`src/rtl/sd_dat_phys_ctrl_mb.sv`:
```
// SD DAT-line physical controller, multi-block capable.
// Sequences serializer/deserializer, DAT pad and FIFOs per block.
module sd_dat_phys_ctrl_mb #(
    parameter int DATA_W    = 32,
    parameter int BLKCNT_W  = 8,
    parameter int TIMEOUT_W = 16
) (
    input  logic                 sd_clock,
    input  logic                 reset,
    input  logic                 strobe_in,
    input  logic                 ack_in,
    input  logic                 abort_in,
    input  logic                 write_read,
    input  logic                 multiple,
    input  logic [BLKCNT_W-1:0]  blocks,
    input  logic [TIMEOUT_W-1:0] timeout_reg,
    output logic                 serial_ready,
    output logic                 complete,
    output logic                 ack_out,
    output logic                 data_timeout,
    output logic                 crc_error,
    output logic [BLKCNT_W-1:0]  blocks_done,
    input  logic                 tx_done,
    input  logic                 rx_done,
    input  logic                 crc_status_ok,
    input  logic [DATA_W-1:0]    data_read,
    output logic                 reset_wrapper,
    output logic                 load_send,
    output logic                 enable_pts,
    output logic                 enable_stp,
    output logic                 pad_state,
    output logic                 pad_enable,
    output logic                 fifo_rd_en,
    input  logic                 fifo_empty,
    output logic                 fifo_wr_en,
    output logic [DATA_W-1:0]    fifo_wr_data,
    input  logic                 fifo_full
);

    typedef enum logic [3:0] {
        ST_RST,
        ST_IDLE,
        ST_LOAD,
        ST_SEND,
        ST_WAIT_STATUS,
        ST_READ,
        ST_READ_PUSH,
        ST_TURN,
        ST_WAIT_ACK
    } state_t;

    state_t               state;
    logic                 dir_write;
    logic [BLKCNT_W-1:0]  last_blk;
    logic [TIMEOUT_W-1:0] tmo_cnt;

    logic [BLKCNT_W-1:0]  blk_inc;
    logic [BLKCNT_W-1:0]  blk_req;
    logic [BLKCNT_W-1:0]  last_next;
    logic [TIMEOUT_W-1:0] tmo_inc;
    logic                 tmo_run;
    logic                 tmo_hit;
    logic                 abort_ok;

    // Next-count helpers: saturating increments and the timeout match.
    always_comb begin
        blk_inc   = (&blocks_done) ? blocks_done : blocks_done + 1'b1;
        blk_req   = (blocks == '0) ? BLKCNT_W'(1) : blocks;
        last_next = multiple ? blk_req : BLKCNT_W'(1);
        tmo_run   = (state == ST_WAIT_STATUS) || (state == ST_READ);
        tmo_inc   = (&tmo_cnt) ? tmo_cnt : tmo_cnt + 1'b1;
        tmo_hit   = tmo_run && (timeout_reg != '0) && (tmo_inc == timeout_reg);
        abort_ok  = abort_in && (state != ST_RST) && (state != ST_IDLE);
    end

    // Transfer FSM with block counter, timeout counter and sticky flags.
    always_ff @(posedge sd_clock) begin
        if (reset) begin
            state        <= ST_RST;
            dir_write    <= 1'b0;
            last_blk     <= '0;
            tmo_cnt      <= '0;
            blocks_done  <= '0;
            data_timeout <= 1'b0;
            crc_error    <= 1'b0;
        end else begin
            // Counter only runs in the two waiting states; any other
            // state clears it, so every entry starts from zero.
            tmo_cnt <= tmo_run ? tmo_inc : '0;
            if (abort_ok) begin
                state <= ST_IDLE;
            end else begin
                unique case (state)
                    ST_RST: begin
                        state <= ST_IDLE;
                    end
                    ST_IDLE: begin
                        if (strobe_in) begin
                            data_timeout <= 1'b0;
                            crc_error    <= 1'b0;
                            blocks_done  <= '0;
                            last_blk     <= last_next;
                            dir_write    <= write_read;
                            state <= write_read ? ST_LOAD : ST_READ;
                        end
                    end
                    ST_LOAD: begin
                        if (!fifo_empty) begin
                            state <= ST_SEND;
                        end
                    end
                    ST_SEND: begin
                        if (tx_done) begin
                            state <= ST_WAIT_STATUS;
                        end
                    end
                    ST_WAIT_STATUS: begin
                        if (tmo_hit) begin
                            data_timeout <= 1'b1;
                            state        <= ST_WAIT_ACK;
                        end else if (rx_done) begin
                            if (!crc_status_ok) begin
                                crc_error <= 1'b1;
                                state     <= ST_WAIT_ACK;
                            end else begin
                                blocks_done <= blk_inc;
                                state <= (blk_inc == last_blk) ?
                                         ST_WAIT_ACK : ST_TURN;
                            end
                        end
                    end
                    ST_READ: begin
                        if (tmo_hit) begin
                            data_timeout <= 1'b1;
                            state        <= ST_WAIT_ACK;
                        end else if (rx_done) begin
                            state <= ST_READ_PUSH;
                        end
                    end
                    ST_READ_PUSH: begin
                        if (!fifo_full) begin
                            blocks_done <= blk_inc;
                            state <= (blk_inc == last_blk) ?
                                     ST_WAIT_ACK : ST_TURN;
                        end
                    end
                    ST_TURN: begin
                        state <= dir_write ? ST_LOAD : ST_READ;
                    end
                    ST_WAIT_ACK: begin
                        if (ack_in) begin
                            state <= ST_IDLE;
                        end
                    end
                    default: begin
                        state <= ST_RST;
                    end
                endcase
            end
        end
    end

    // Output decode from the registered state; FIFO strobes gated by flow control.
    always_comb begin
        serial_ready  = 1'b0;
        complete      = 1'b0;
        ack_out       = 1'b0;
        reset_wrapper = 1'b0;
        load_send     = 1'b0;
        enable_pts    = 1'b0;
        enable_stp    = 1'b0;
        pad_state     = 1'b0;
        pad_enable    = 1'b0;
        fifo_rd_en    = 1'b0;
        fifo_wr_en    = 1'b0;
        fifo_wr_data  = '0;
        unique case (state)
            ST_IDLE: begin
                serial_ready  = 1'b1;
                reset_wrapper = 1'b1;
            end
            ST_LOAD: begin
                enable_pts = 1'b1;
                pad_state  = 1'b1;
                pad_enable = 1'b1;
                fifo_rd_en = !fifo_empty;
            end
            ST_SEND: begin
                load_send  = 1'b1;
                enable_pts = 1'b1;
                pad_state  = 1'b1;
                pad_enable = 1'b1;
            end
            ST_WAIT_STATUS: begin
                pad_enable = 1'b1;
                enable_stp = 1'b1;
            end
            ST_READ: begin
                enable_stp = 1'b1;
                pad_enable = 1'b1;
            end
            ST_READ_PUSH: begin
                fifo_wr_data = data_read;
                fifo_wr_en   = !fifo_full;
            end
            ST_TURN: begin
                reset_wrapper = 1'b1;
            end
            ST_WAIT_ACK: begin
                complete = 1'b1;
                ack_out  = ack_in;
            end
            default: begin
            end
        endcase
    end

endmodule

```
`config.mk`:
```
export PLATFORM = sky130hd
export DESIGN_NAME = sd_dat_phys_ctrl_mb
export DESIGN_NICKNAME = d
export VERILOG_FILES = /design/src/rtl/sd_dat_phys_ctrl_mb.sv
export SDC_FILE = /design/constraint.sdc
export NUM_CORES = 1
export LEC_CHECK = 0
export ABC_CLOCK_PERIOD_IN_PS = 5300
export BUFFER_PORTS_ARGS = -buffer_cell sky130_fd_sc_hd__buf_2
export CORE_MARGIN = 2
export CORE_UTILIZATION = 40
export CTS_CLUSTER_DIAMETER = 200
export DETAILED_ROUTE_END_ITERATION = 8
export GPL_ROUTABILITY_DRIVEN = 0
export PLACE_DENSITY = 0.69
export SLEW_MARGIN = 20
export SYNTH_ARGS = -nofsm -noshare
export SYNTH_HDL_FRONTEND = slang
export SYNTH_SLANG_ARGS = --single-unit
```
`constraint.sdc`:
```
create_clock -name sd_clock -period 5.3 [get_ports sd_clock]
set_input_delay 0 -clock sd_clock [delete_from_list [all_inputs] [get_ports sd_clock]]
set_output_delay 0 -clock sd_clock [all_outputs]
set_load 0.05 [all_outputs]
```
Yosys cells after proc, flatten, opt, wreduce, memory -nomap -nowiden
Cells that the tools add are included.

cells by class
  add/subtract/negate cells = 2
  equality and inequality tests = 30
  mux-type cells = 43
  bitwise operators = 2
  reductions and logical operators = 28

operators with widths
  cell                                                                    number
  8-bit two-way mux                                                       8
  4-bit two-way mux                                                       11
  4-bit case mux with 9 select lines                                      1
  32-bit two-way mux                                                      1
  8-bit case mux with 3 select lines                                      1
  3-bit != test (second input constant)                                   7
  7-bit AND reduction                                                     3
  2-bit != test (second input constant)                                   9
  16-bit by 1-bit adder with 16-bit output (second input constant)        1
  16-bit equality test                                                    1
  4-bit by 3-bit equality test with 1-bit output (second input constant)  4
  1-bit two-way mux                                                       16
  16-bit two-way mux                                                      1
  16-bit AND reduction                                                    1
  16-bit nonzero test                                                     1
  2-bit OR reduction                                                      5
  8-bit by 1-bit adder with 8-bit output (second input constant)          1
  4-bit by 2-bit equality test with 1-bit output (second input constant)  2
  8-bit equality test                                                     1
  8-bit zero test                                                         1
  4-bit != test (second input constant)                                   2
  8-bit AND reduction                                                     1
  3-bit two-way mux                                                       2
  6-bit AND reduction                                                     1
  16 further kinds                                                        23

word-level totals
  register bits = 39
  output and inout bits = 53

Depth between registers and ports, before layout
  depth in word-level cells = 9
  mapped depth = 12

Worst setup path after synthesis
No wires, ideal clock.

  kind = reg2reg
  start point = register tmo_cnt[0]
  end point = register blocks_done[2]
  library setup time = 135 ps
  arrival = 3225 ps
  path slack = 1940 ps
  stages on the path, launching flop included = 12
  path buffers = 1
  cells stage by stage = dfxtp_1 ha_1 nand3_2 nor4_4 xnor3_1 a2111oi_2 or4b_4 nor4_4 o211ai_4 buf_6 a31oi_1 a211oi_1

on the way
  longest elaborated chain between the ends = 6
  elaborated cells between the ends (all ways) = 7

ends and longest elaborated chain
  what                                                                                     line  text
  from (decl)                                                                              55    logic [TIMEOUT_W-1:0] tmo_cnt;
  from (signal assigned)                                                                   89    tmo_cnt <= tmo_run ? tmo_inc : '0;
  16-bit by 1-bit adder with 16-bit output / 16-bit AND reduction (equally long branches)  71    tmo_inc = (&tmo_cnt) ? tmo_cnt : tmo_cnt + 1'b1;
  16-bit two-way mux (*)                                                                   71
  16-bit equality test (*)                                                                 72    tmo_hit = tmo_run && (timeout_reg != '0) && (tmo_inc == timeout_reg);
  1-bit logical AND (*)                                                                    72
  2-bit != test (no line) (*)                                                              n/a
  7-bit AND reduction (no line) (*)                                                        n/a
  to (signal assigned)                                                                     126   blocks_done <= blk_inc;
  to (signal assigned)                                                                     142   blocks_done <= blk_inc;
  to (decl)                                                                                22    output logic [BLKCNT_W-1:0] blocks_done,

Every way passes the cells marked *; elsewhere a longest branch is shown, timed or not.
A chain may end at the register's enable or synchronous reset.

Worst setup path after layout
  start point = register tmo_cnt[0]
  end point = register blocks_done[5]

The elaborated chain is that of the path after synthesis.

==> reports/metrics.cfg <==
[placed_design]
detailedPlacementHpwl_um = 7560
placed_cells_incl_taps = 635
count_of_buffers_inserted_at_the_top_level_ports = 120

[cts]
clk_pin_slew_ps = 80
tritoncts.num_buffers = 5
h-tree-depth = 2
clock_insertion_delay_worst_skew_ps = 300
library_cell_used_as_clock_root_buffer = clkbuf_8
cts_setup_buffers = 0
cts_num_sinks = 39
tritoncts = yes
cts_max_path_buffers = 2

[sta]
fin_worst_skew_ps = 8.18
grt_setup_unrepaired = false
fin_tns_setup_ps = 0
setup_violators_final = 0
hold_viol = 0
timing_worst_slew_pin_value_ps = 1030
slew_violations = 0
min_period_over_period = 0.734
timing.max_slew.rel_slack = 0.302
min_period_ps = 3890
maxClockFrequency_ghz = 0.257

[worst_hold_path]
timing.hold.worst.class = in2reg
whs_endpoint = last_blk[7]
hp-start = multiple
timing.hold.worst_path_depth = 3

[grt]
first_global_vias = 3247
grt_pass1_wl_um = 15300
antenna_violations_before_repair = 0
maximum_number_of_pins_on_one_net_before_global_route_repair = 35
overflow = 0
grt.total_usage = 0.209

[floorplanning]
fp.coreArea_um2 = 8130
num_rows = 33
dieWidth_um = 95.3
die_h_um = 95.3
initial_utilization = 0.410
boundaryPins = 121
dieArea_um2 = 9090

[synthesis]
yosysWarnings = 0
ys_dominant_reg_cell = dfxtp_1
synth_enable_flop_cells = 0
postSynth.asyncResetShare = 0
syn-instance-count = 442
synth.top_cells.by_area = dfxtp_1, and2_1, nand2_1
fraction_of_synthesized_cell_area_taken_by_the_top_area_cell_type = 0.234
yosysUniqueCellTypes = 80
synth_fp_nets = 512
netlist.top_cell.by_area = dfxtp_1
ys_seq_area_frac = 0.234
postSynthRegisterBits = 39
netlist_area_um2 = 3340
avgSynthCellArea_um2 = 7.55

[detailed_routing]
remaining_drc_errors = 0
detailroute.wirelength.met3_um = 517
via_per_inst = 5.77
first_iter_violations = 201
detail_route.first_pass.iterations = 5
total_vias_in_the_final_route = 3769
top_layer = met4
wl_met1_um = 4560
antenna_violating_nets_post_route = 0
met2RoutedLength_um = 4910
total_routed_wirelength_um = 10200
post_drt_wl_per_cell_um = 15.6

[setup_path]
ws_path_type = reg2reg
cp_common_cell = nor4_4
cp_top_family = simple AND/OR/NAND/NOR gates
critical_path.n_buffers_inverters = 0
worstPathArrival_ps = 4100
cp-end-kind = register
critPathSlowestCell = nor4_4
worst_r2r_endpoint = blocks_done[5]
worst-endpoint-required_ps = 5510
crit_path_cell_trace = ha_1 -> nand3_2 -> nor4_4 -> xnor3_1 -> a2111oi_2 -> or4b_4 -> nor4_4 -> o211ai_4 -> and2_4 -> a221oi_2
worstPathMaxFanout = 13
crit_path_max_incr_delay_ps = 600
startpoint_class_of_the_critical_path = register
rrSetupSlack_ps = 1410
ff2ff_path_depth = 10
critical_path.reg2reg.startpoint = tmo_cnt[0]

[layout]
syn2layout_area_growth_pct = 24.2
insertedDiodeCount = 0
drive_gt1_frac = 0.277
filler_cell_count = 794
stdcell_count = 653
design.final.nets = 617

[pwr]
finalPower_uw = 1290
power_density_nw_per_um2 = 310
ir_drop_mv = 0.130
cellLeakagePower_uw = 0.00170

[run]
max_cap_violations = 0

[run_status]
run_status = completed

## power breakdown
group	switching [µW]	internal [µW]
combinational	435	206
sequential	61.6	325
clock	117	140
## area by class of cell
type                       count  area [µm²]  share of cell area
timing repair buffer         130         701               0.169
tap                          105         131              0.0317
clock inverter                 3        43.8              0.0106
inverter                      11        41.3             0.00997
clock buffer                   5        68.8              0.0166
multi-input combinational    360        2380               0.574
sequential                    39         781               0.188
## registers in the layout, summed over array words and instances, names as in the netlist
register      flops
state             4
tmo_cnt          16
crc_error         1
data_timeout      1
last_blk          8
blocks_done       8
dir_write         1
## Yosys cell counts (9+ instances only)
cell and count:
nand2_1 41, dfxtp_1 39, and2_1 34, nor2_1 32, a21oi_1 27, nand3_1 25
clkbuf_1 18, nor3_1 16, o21ai_0 15, nor4_1 12, xnor2_1 11, inv_1 10
a31oi_1 9, xor2_1 9
## cell usage in the layout (no fill, tap or decap), types with 5 or more instances in the layout
| cell type | n |
|---|---|
| nand3_1 | 25 |
| xor2_1 | 9 |
| clkbuf_8 | 5 |
| mux2i_1 | 5 |
| o21ai_0 | 15 |
| nor2_1 | 32 |
| nand4_1 | 8 |
| nand2b_1 | 7 |
| and2_1 | 34 |
| a211oi_1 | 8 |
| xnor2_1 | 11 |
| inv_1 | 10 |
| nor4_1 | 12 |
| nor3_1 | 13 |
| a21oi_1 | 27 |
| nor2b_1 | 8 |
| and3_1 | 8 |
| nand2_1 | 41 |
| dlygate4sd3_1 | 10 |
| dfxtp_1 | 39 |
| a31oi_1 | 9 |
| buf_2 | 120 |
## logic make-up after synthesis
kind of cell,count (synthesis),synth area share
xor+xnor,22,0.0660
flops,39,0.234
simple gates,220,0.375
mux,6,0.0184
fa+ha+maj,2,0.00750
compound gates,110,0.239
buf+inv,43,0.0600
## worst min-delay path, stage by stage
cell and delay [ps]:
buf_2 150, nand3_1 80, a21oi_1 60
## layer usage
metal  vias up  GRT usage
met5         -          0
met4         0     0.0616
met3        23     0.0300
met2       145      0.336
met1      1748      0.290
li1       1853          -
## stage by stage
stage | area (µm²) | utilization | hold slack, ps | worst slack, ps
2_1_floorplan | 3340 | - | 136 | 1940
4_1_cts | 4130 | 0.507 | 22.6 | 1470
3_5_place_dp | 3910 | 0.481 | 276 | 1490
5_1_grt | 4140 | 0.509 | 45.9 | 1190
3_3_place_gp | 3910 | 0.481 | 268 | 1630
6_report | 4140 | 0.509 | 36.3 | 1410
## how the worst max path moves through the flow
| stage | cells after the start | slack, ps | endpoint | start |
|---|---|---|---|---|
| finish | 10 | 1410 | blocks_done[5] | tmo_cnt[0] |
| global route | 10 | 1190 | blocks_done[2] | tmo_cnt[0] |
| CTS | 10 | 1470 | blocks_done[5] | tmo_cnt[0] |
| detailed placement | 10 | 1490 | blocks_done[5] | tmo_cnt[0] |
| global placement | 10 | 1630 | blocks_done[5] | tmo_cnt[0] |
| floorplan | 11 | 1940 | blocks_done[2] | tmo_cnt[0] |
## what timing repair did
item,CTS,global route
hold buffers,10,0
resized for setup,0,0
hold endpoints to repair,10,0
No activity file was read; power rests on OpenSTA's default activity.
